--- src/rtl/demux_1to2_buf_pkg.sv ---
// ---------------------------------------------------------------------------
// demux_1to2_buf_pkg
// Shared constants and types for the registered 1-to-2 demultiplexer.
//   SEL_OUT0 / SEL_OUT1 : in_sel encodings for the two destinations.
//   DEMUX_DEPTH         : entries per output channel (1, or 2 when the
//                         DEMUX_SKID_EN macro is defined).
//   slot_state_e        : one-entry slot state (EMPTY / FULL).
// ---------------------------------------------------------------------------
package demux_1to2_buf_pkg;

  localparam logic SEL_OUT0 = 1'b0;
  localparam logic SEL_OUT1 = 1'b1;

`ifdef DEMUX_SKID_EN
  localparam int DEMUX_DEPTH = 2;
`else
  localparam int DEMUX_DEPTH = 1;
`endif

  typedef enum logic [0:0] {
    SLOT_EMPTY = 1'b0,
    SLOT_FULL  = 1'b1
  } slot_state_e;

endpackage

--- src/rtl/demux_1to2_buf_slot.sv ---
// ---------------------------------------------------------------------------
// demux_1to2_buf_slot
// One output channel buffer of the demultiplexer.
// Configuration macro: DEMUX_SKID_EN
//   undefined : one-entry slot (EMPTY/FULL), ready_for_load is combinational
//               (empty, or draining this cycle).
//   defined   : two-entry FIFO, ready_for_load is a registered (count != 2).
// Ports:
//   clk, rst        : clock, synchronous active-high reset
//   load            : write load_data into the buffer this cycle
//   load_data [N:1] : payload to store
//   out_ready       : consumer accepts the head entry this cycle
//   out_valid       : buffer holds data (head entry presented on out_data)
//   out_data [N:1]  : head payload, held stable while stalled
//   ready_for_load  : a load this cycle is allowed
//   count [1:0]     : number of occupied entries (debug/state visibility)
//
// Handshake: a transfer happens on a rising edge where valid && ready are
// both high; valid never depends on ready, and the producer keeps the
// payload stable while valid && !ready.
// ---------------------------------------------------------------------------
module demux_1to2_buf_slot
  import demux_1to2_buf_pkg::*;
#(
  parameter int N = 32
) (
  input  logic       clk,
  input  logic       rst,
  input  logic       load,
  input  logic [N:1] load_data,
  input  logic       out_ready,
  output logic       out_valid,
  output logic [N:1] out_data,
  output logic       ready_for_load,
  output logic [1:0] count
);

  logic drain;

`ifdef DEMUX_SKID_EN

  logic [N:1] mem [0:DEMUX_DEPTH-1];
  logic       wr_ptr;
  logic       rd_ptr;
  logic [1:0] cnt;
  logic [1:0] cnt_next;
  logic       rdy_q;

  assign out_valid      = (cnt != 2'd0);
  assign drain          = out_valid && out_ready;
  assign out_data       = mem[rd_ptr];
  assign ready_for_load = rdy_q;
  assign count          = cnt;

  always_comb begin
    cnt_next = cnt;
    case ({load, drain})
      2'b10:   cnt_next = cnt + 2'd1;
      2'b01:   cnt_next = cnt - 2'd1;
      default: cnt_next = cnt;   // idle, or load+drain keeps the count
    endcase
  end

  always_ff @(posedge clk) begin
    if (rst) begin
      cnt    <= 2'd0;
      wr_ptr <= 1'b0;
      rd_ptr <= 1'b0;
      rdy_q  <= 1'b1;
      mem[0] <= '0;
      mem[1] <= '0;
    end else begin
      if (load) begin
        mem[wr_ptr] <= load_data;
        wr_ptr      <= ~wr_ptr;
      end
      if (drain) begin
        rd_ptr <= ~rd_ptr;
      end
      cnt   <= cnt_next;
      // Registered readiness cuts the out_ready -> in_ready path; a slot
      // that just became full refuses loads even if it drains next cycle.
      rdy_q <= (cnt_next != 2'd2);
    end
  end

`else

  slot_state_e state;
  logic [N:1]  data_q;

  assign out_valid      = (state == SLOT_FULL);
  assign drain          = out_valid && out_ready;
  assign out_data       = data_q;
  // Loadable when empty, or when the current entry leaves this cycle.
  assign ready_for_load = (state == SLOT_EMPTY) || out_ready;
  assign count          = {1'b0, (state == SLOT_FULL)};

  always_ff @(posedge clk) begin
    if (rst) begin
      state  <= SLOT_EMPTY;
      data_q <= '0;
    end else begin
      case (state)
        SLOT_EMPTY: begin
          if (load) begin
            state  <= SLOT_FULL;
            data_q <= load_data;
          end
        end
        SLOT_FULL: begin
          if (load) begin
            // drain+load replaces the entry with no bubble
            state  <= SLOT_FULL;
            data_q <= load_data;
          end else if (drain) begin
            state <= SLOT_EMPTY;
          end
        end
        default: state <= SLOT_EMPTY;
      endcase
    end
  end

`endif

endmodule

--- src/rtl/demux_1to2_buf.sv ---
// ---------------------------------------------------------------------------
// demux_1to2_buf
// Registered 1-to-2 demultiplexer: routes one valid/ready stream to out0 or
// out1 according to in_sel. Each output owns its own buffer, so a stalled
// consumer only blocks transfers addressed to it.
// Configuration macro: DEMUX_SKID_EN (two-entry buffers with registered
// in_ready); undefined gives one-entry buffers with combinational in_ready.
// Ports:
//   clk, rst                         : clock, synchronous active-high reset
//   in_valid/in_ready/in_sel/in_data : input stream, in_sel picks destination
//   out0_valid/out0_ready/out0_data  : destination 0
//   out1_valid/out1_ready/out1_data  : destination 1
//   busy                             : any output buffer occupied
//
// Handshake: a transfer happens on a rising edge where valid && ready are
// both high; valid never depends on ready, and the producer keeps the
// payload stable while valid && !ready.
// ---------------------------------------------------------------------------
module demux_1to2_buf
  import demux_1to2_buf_pkg::*;
#(
  parameter int N = 32
) (
  input  logic       clk,
  input  logic       rst,
  input  logic       in_valid,
  output logic       in_ready,
  input  logic       in_sel,
  input  logic [N:1] in_data,
  output logic       out0_valid,
  input  logic       out0_ready,
  output logic [N:1] out0_data,
  output logic       out1_valid,
  input  logic       out1_ready,
  output logic [N:1] out1_data,
  output logic       busy
);

  logic       load0;
  logic       load1;
  logic       rdy0;
  logic       rdy1;
  logic [1:0] count0;
  logic [1:0] count1;
  logic       accept;

  // in_ready looks only at the selected channel, never at in_valid.
  assign in_ready = (in_sel == SEL_OUT1) ? rdy1 : rdy0;
  assign accept   = in_valid && in_ready;
  assign load0    = accept && (in_sel == SEL_OUT0);
  assign load1    = accept && (in_sel == SEL_OUT1);
  assign busy     = (count0 != 2'd0) || (count1 != 2'd0);

  demux_1to2_buf_slot #(.N(N)) u_slot0 (
    .clk            (clk),
    .rst            (rst),
    .load           (load0),
    .load_data      (in_data),
    .out_ready      (out0_ready),
    .out_valid      (out0_valid),
    .out_data       (out0_data),
    .ready_for_load (rdy0),
    .count          (count0)
  );

  demux_1to2_buf_slot #(.N(N)) u_slot1 (
    .clk            (clk),
    .rst            (rst),
    .load           (load1),
    .load_data      (in_data),
    .out_ready      (out1_ready),
    .out_valid      (out1_valid),
    .out_data       (out1_data),
    .ready_for_load (rdy1),
    .count          (count1)
  );

endmodule
--- config.mk ---
export PLATFORM = sky130hd
export DESIGN_NAME = demux_1to2_buf
export DESIGN_NICKNAME = d
export VERILOG_FILES = /design/src/rtl/demux_1to2_buf_pkg.sv /design/src/rtl/demux_1to2_buf_slot.sv /design/src/rtl/demux_1to2_buf.sv
export SDC_FILE = /design/constraint.sdc
export NUM_CORES = 1
export LEC_CHECK = 0
export ABC_AREA = 1
export ABC_CLOCK_PERIOD_IN_PS = 1200
export BUFFER_PORTS_ARGS = -buffer_cell sky130_fd_sc_hd__buf_2
export CAP_MARGIN = 10
export CORE_UTILIZATION = 42
export DETAILED_ROUTE_END_ITERATION = 8
export GPL_TIMING_DRIVEN = 0
export PLACE_DENSITY = 0.75
export SYNTH_ARGS = -nofsm -noshare
export SYNTH_HDL_FRONTEND = slang
export SYNTH_HIERARCHICAL = 1
export SYNTH_SLANG_ARGS = --single-unit
--- constraint.sdc ---
create_clock -name clk -period 1.2 [get_ports clk]
set_input_delay 0.24 -clock clk [delete_from_list [all_inputs] [get_ports clk]]
set_output_delay 0.24 -clock clk [all_outputs]
set_load 0.01 [all_outputs]
# == Word level (Yosys, flattened, before mapping) ==
# Cells that the tools add are included.
# totals
ff_bits,66
elab_cells,26
# classes
muxes,11
bitwise,3
reduce_logical,8
# op_table
operator,count
two-way mux 32 bit,2
two-way mux 1 bit,7
logical AND 1 bit,5
case mux 1 bit (2 select lines),2
logical OR 1 bit,3
NOT 1 bit,3

# == Logic depth before layout (Yosys ltp) ==
# logic_depth
depth_word,7
depth_mapped,8
mapped_depth_nobuf,7

# == Hierarchy ==
# The synthesis kept the hierarchy.
# modules_own_cells
module,instances,cells_per_inst,area_per_inst_um2,seq_area_each_um2
demux_1to2_buf_slot,2,146,1171.1,660.6
demux_1to2_buf,1,10,42.5,0.0

# == Least setup slack after synthesis ==
# Ideal clock, no wire load.
# synth_timing
kind,register to register
startpoint,"reg u_slot1.state, in the netlist u_slot1/out_valid"
endpoint,reg u_slot1.data_q (netlist bit u_slot1/out_data[17])
setup_time_ns,0.116
arrival_time_ns,1.083
required_ns,1.084
setup_slack_ns,0.002
stages_incl_launch_ff,8
cell_sequence,dfxtp_1 nand2_1 nand2_1 nor2_1 inv_2 buf_6 nor2_1 nor2_1
# synth_between
elab_chain_len,5
# synth_rtl
item,line_no,rtl
start: declaration,demux_1to2_buf_slot.sv:89,slot_state_e state;
start signal: assignment,demux_1to2_buf_slot.sv:101,state <= SLOT_EMPTY;
start signal: assignment,demux_1to2_buf_slot.sv:107,state <= SLOT_FULL;
start signal: assignment,demux_1to2_buf_slot.sv:114,state <= SLOT_FULL;
NOT 1 bit,demux_1to2_buf_slot.sv:96,assign ready_for_load = (state == SLOT_EMPTY) || out_ready;
logical OR 1 bit,demux_1to2_buf_slot.sv:96,
via rdy1,demux_1to2_buf.sv:42,logic rdy1;
two-way mux 1 bit,demux_1to2_buf.sv:48,assign in_ready = (in_sel == SEL_OUT1) ? rdy1 : rdy0;
logical AND 1 bit,demux_1to2_buf.sv:49,assign accept = in_valid && in_ready;
logical AND 1 bit,demux_1to2_buf.sv:51,assign load1 = accept && (in_sel == SEL_OUT1);
via load1,demux_1to2_buf.sv:40,logic load1;
end signal: assignment,demux_1to2_buf_slot.sv:108,data_q <= load_data;
end signal: assignment,demux_1to2_buf_slot.sv:115,data_q <= load_data;
end: declaration,demux_1to2_buf_slot.sv:90,logic [N:1] data_q;
# The timed path passes the listed nets, and every way through them passes these cells.
# A chain may end at the register's enable or synchronous reset.

# == Worst setup path in the final report ==
# layout_timing
startpoint,"reg u_slot0.state, in the netlist u_slot0/out_valid"
endpoint,out in_ready
# layout_between
elab_chain_len,3
# layout_rtl
item,line_no,rtl
start: declaration,demux_1to2_buf_slot.sv:89,
start signal: assignment,demux_1to2_buf_slot.sv:101,
start signal: assignment,demux_1to2_buf_slot.sv:107,
start signal: assignment,demux_1to2_buf_slot.sv:114,
NOT 1 bit,demux_1to2_buf_slot.sv:96,
logical OR 1 bit,demux_1to2_buf_slot.sv:96,
via rdy0,demux_1to2_buf.sv:41,logic rdy0;
two-way mux 1 bit,demux_1to2_buf.sv:48,
end: declaration,demux_1to2_buf.sv:27,"output logic in_ready,"
# The timed path passes the listed nets, and every way through them passes these cells.

==> impl_results.md <==
- Outcome: complete, but fails checks
- Violated checks: negative setup slack
- Total GRT Usage: 21.8%
- Number of diodes: 0
- Prevailing post-synth register cell: dfxtp_1
- Crit path max fanout: 3
- Max clock buf depth: 2
- Minimum clock period after layout: 1.29 ns
- CTS Sinks: 66
- Endpoints failing hold: 0
- Proportion of layout cells with a drive suffix above 1: 46.9%
- CTS H-Tree Depth: 3
- I/O pins: 106
- CTS buffer count: 9
- Maximum achievable frequency: 773 MHz
- Root buffer cell: clkbuf_8
- Crit path launch: u_slot0/out_valid$_SDFF_PP0_
- HP Class: input port to flip-flop
- Worst reg-to-reg setup slack: -0.08 ns
- Critical path cell sequence: nand2_2, nand2_4, nand2_1, buf_2
- Fill cells: 478
- Layout area overhead: 53.6%
- Initial Util: 43.6%
- Post-route setup slack: -0.0941 ns
- Number of flops mapped to enable cells by yosys: 0
- Distinct cells, synth: 14
- Antenna violations before repair: 0
- CP arrival: 1.05 ns
- Router iterations before antenna repair: 4
- Ranking of synthesized cells by area: dfxtp_1 (55%), nor2_1 (21%), o21ai_0 (13%)
- Leading area contributor after synthesis: dfxtp_1
- Type of origin of the critical path: flip-flop
- Core footprint: 5470 µm²
- Final Max Tran Viols: 0
- WP data required: 0.96 ns
- Crit path depth: 4
- CTS tree: built
- Final Setup Violations: 65
- Clock Latency Late Sink: 0.33 ns
- Yosys top cell area share: 55.4%
- Post-Layout Cell Count: 509
- Crit-path slowest cell: dfxtp_2
- Detail Route Antenna Nets: 0
- Top-count cell post-synth: nor2_1
- Maximum VDD drop: 669 µV
- FF+latch count, synth: 66
- Fin Setup TNS: -2.83 ns
- Syn Inst Count: 302
- DR vias/cell: 4.80
- Hold-fix buffers, CTS: 0
- FF-to-FF End: u_slot0/out_data[22]$_SDFFE_PP0P_
- Initial drt markers: 99
- Post-DP HPWL: 4.25 mm
- Delay-heaviest family, CP: flip-flops
- Grt ovf: 0
- Most frequent cells after synthesis: nor2_1 (131), dfxtp_1 (66), o21ai_0 (64)
- Synthesized area: 2380 µm²
- Fraction of registers with async set/reset: 0%
- Synth warn: 6
- P_leak: 1.83 nW
- Critical Path Sink: in_ready
- Post-layout nets: 471
- Port bufs: 105
- Buf+Inv Stages, Crit Path: 1
- R2R cell count: 7
- DIE HEIGHT: 77.4 µm
- Max incr delay on CP: 0.37 ns
- WS Path Type: flip-flop to output port
- WL final: 7.03 mm
- Worst-path clk slew: 0.06 ns
- Placed cells: 479
- Pin count of the biggest net entering global routing: 11
- Number of remaining DRC errors: 0
- Rows: 27
- Sequential-to-total area share from yosys stat: 55.4%
- Critical Path End Type: output port
- Clk_skew: 0.00639 ns
- Vias: 2441
- Die W: 77.4 µm
- Final period util: 108%
- Number of global-route vias before repair: 2224
- Syn_area_per_cell: 7.90 µm²
- R2R Path Start: u_slot0/out_valid$_SDFF_PP0_
- Cell Pwr Density: 1370 nW/µm²
- DR WL/cell: 13.8 µm
- Syn nets: 340
- Max_cap viols: 0
- First-pass GRT wire length: 10.1 mm
- RSZ-0062 raised after global routing: true
- RePlAce Congestion: 0.851
- Die footprint: 5980 µm²
-- sequential cells by signal, summed over array words and instances, names as in the netlist --
| signal | count |
|---|---|
| u_slot0/out_data | 32 |
| u_slot1/out_data | 32 |
| u_slot0/out_valid | 1 |
| u_slot1/out_valid | 1 |
-- cells by family (layout without fill, tap and decap cells) --
kind of cell           after synthesis  after routing  synth area share, %
DFF                                 66             66                 55.4
AOI/OAI and AO/OA                   66             66                 13.9
buffers and inverters               30            165                 8.50
other                                2              2                0.315
and+or+nand+nor                    138            138                 21.9
-- cell type report --
type	count	area, µm²	share of cell area, %
sequential	66	1320	36.1
multi-input combinational	206	1070	29.3
timing repair buffer	120	702	19.2
buffer	22	250	6.83
clock buffer	12	145	3.96
tap	72	90.1	2.46
clock inverter	3	40.0	1.09
inverter	8	37.5	1.02
-- worst min-delay path by stage --
stage | startpoint | end | slack (ns) | cells past startpoint
detailed placement | rst | u_slot0/out_valid$_SDFF_PP0_ | 0.46 | 2
floorplan | rst | u_slot0/out_valid$_SDFF_PP0_ | 0.31 | 1
global route | rst | u_slot1/out_valid$_SDFF_PP0_ | 0.12 | 2
global placement | rst | u_slot0/out_valid$_SDFF_PP0_ | 0.46 | 2
finish | rst | u_slot1/out_valid$_SDFF_PP0_ | 0.13 | 2
CTS | rst | u_slot0/out_valid$_SDFF_PP0_ | 0.10 | 2
-- where the power goes --
group          internal (mW)  leakage, nW  switching (mW)
clock                   1.00       0.0962           0.775
combinational          0.379         1.18           0.465
sequential              2.34        0.545          0.0722
-- cells in the final DEF, fill, tap and decap left out, drive strengths merged --
cell	Yosys	layout
buf	10	133
nor2	132	132
dfxtp	66	66
o21ai	64	64
clkbuf	12	21
inv	8	7
nand2	6	6
clkinv	0	3
conb	2	2
a21oi	2	2
bufinv	0	1
-- metrics by stage --
stage	worst slack [ns]	utilization, %	area (µm²)	hold WS [ns]	power, mW
3_5_place_dp	-0.293	54.8	3000	0.455	3.11
6_report	-0.0941	66.9	3660	0.127	5.04
2_1_floorplan	0.00167	-	2380	0.309	2.80
4_1_cts	-0.0908	58.8	3220	0.102	4.89
3_3_place_gp	-0.245	54.8	3000	0.455	3.09
5_1_grt	-0.164	66.9	3660	0.124	5.24
-- per-layer routing --
metal / vias to the layer above / global-route usage, % / wire [µm]
met1: 1118 / 25.3 / 2980
li1: 1209 / - / -
met2: 103 / 36.0 / 3450
met5: - / 0 / 0
met3: 11 / 7.88 / 504
met4: 0 / 9.43 / 99
-- what timing repair did --
action / CTS / global route
resized for setup: 12 / 95
setup endpoints to repair: 66 / 66
buffers inserted: 0 / 11
gates cloned: 0 / 4
pin swaps: 1 / 14
-- worst reg2reg max path: stages, from the launching register on --
cell     delay, ns
dfxtp_2       0.34
nand2_2       0.10
nand2_4       0.07
nor2_4        0.22
inv_4         0.11
buf_8         0.16
nor2_1        0.12
nor2_1        0.06
Power figures use the tool's default switching activity.
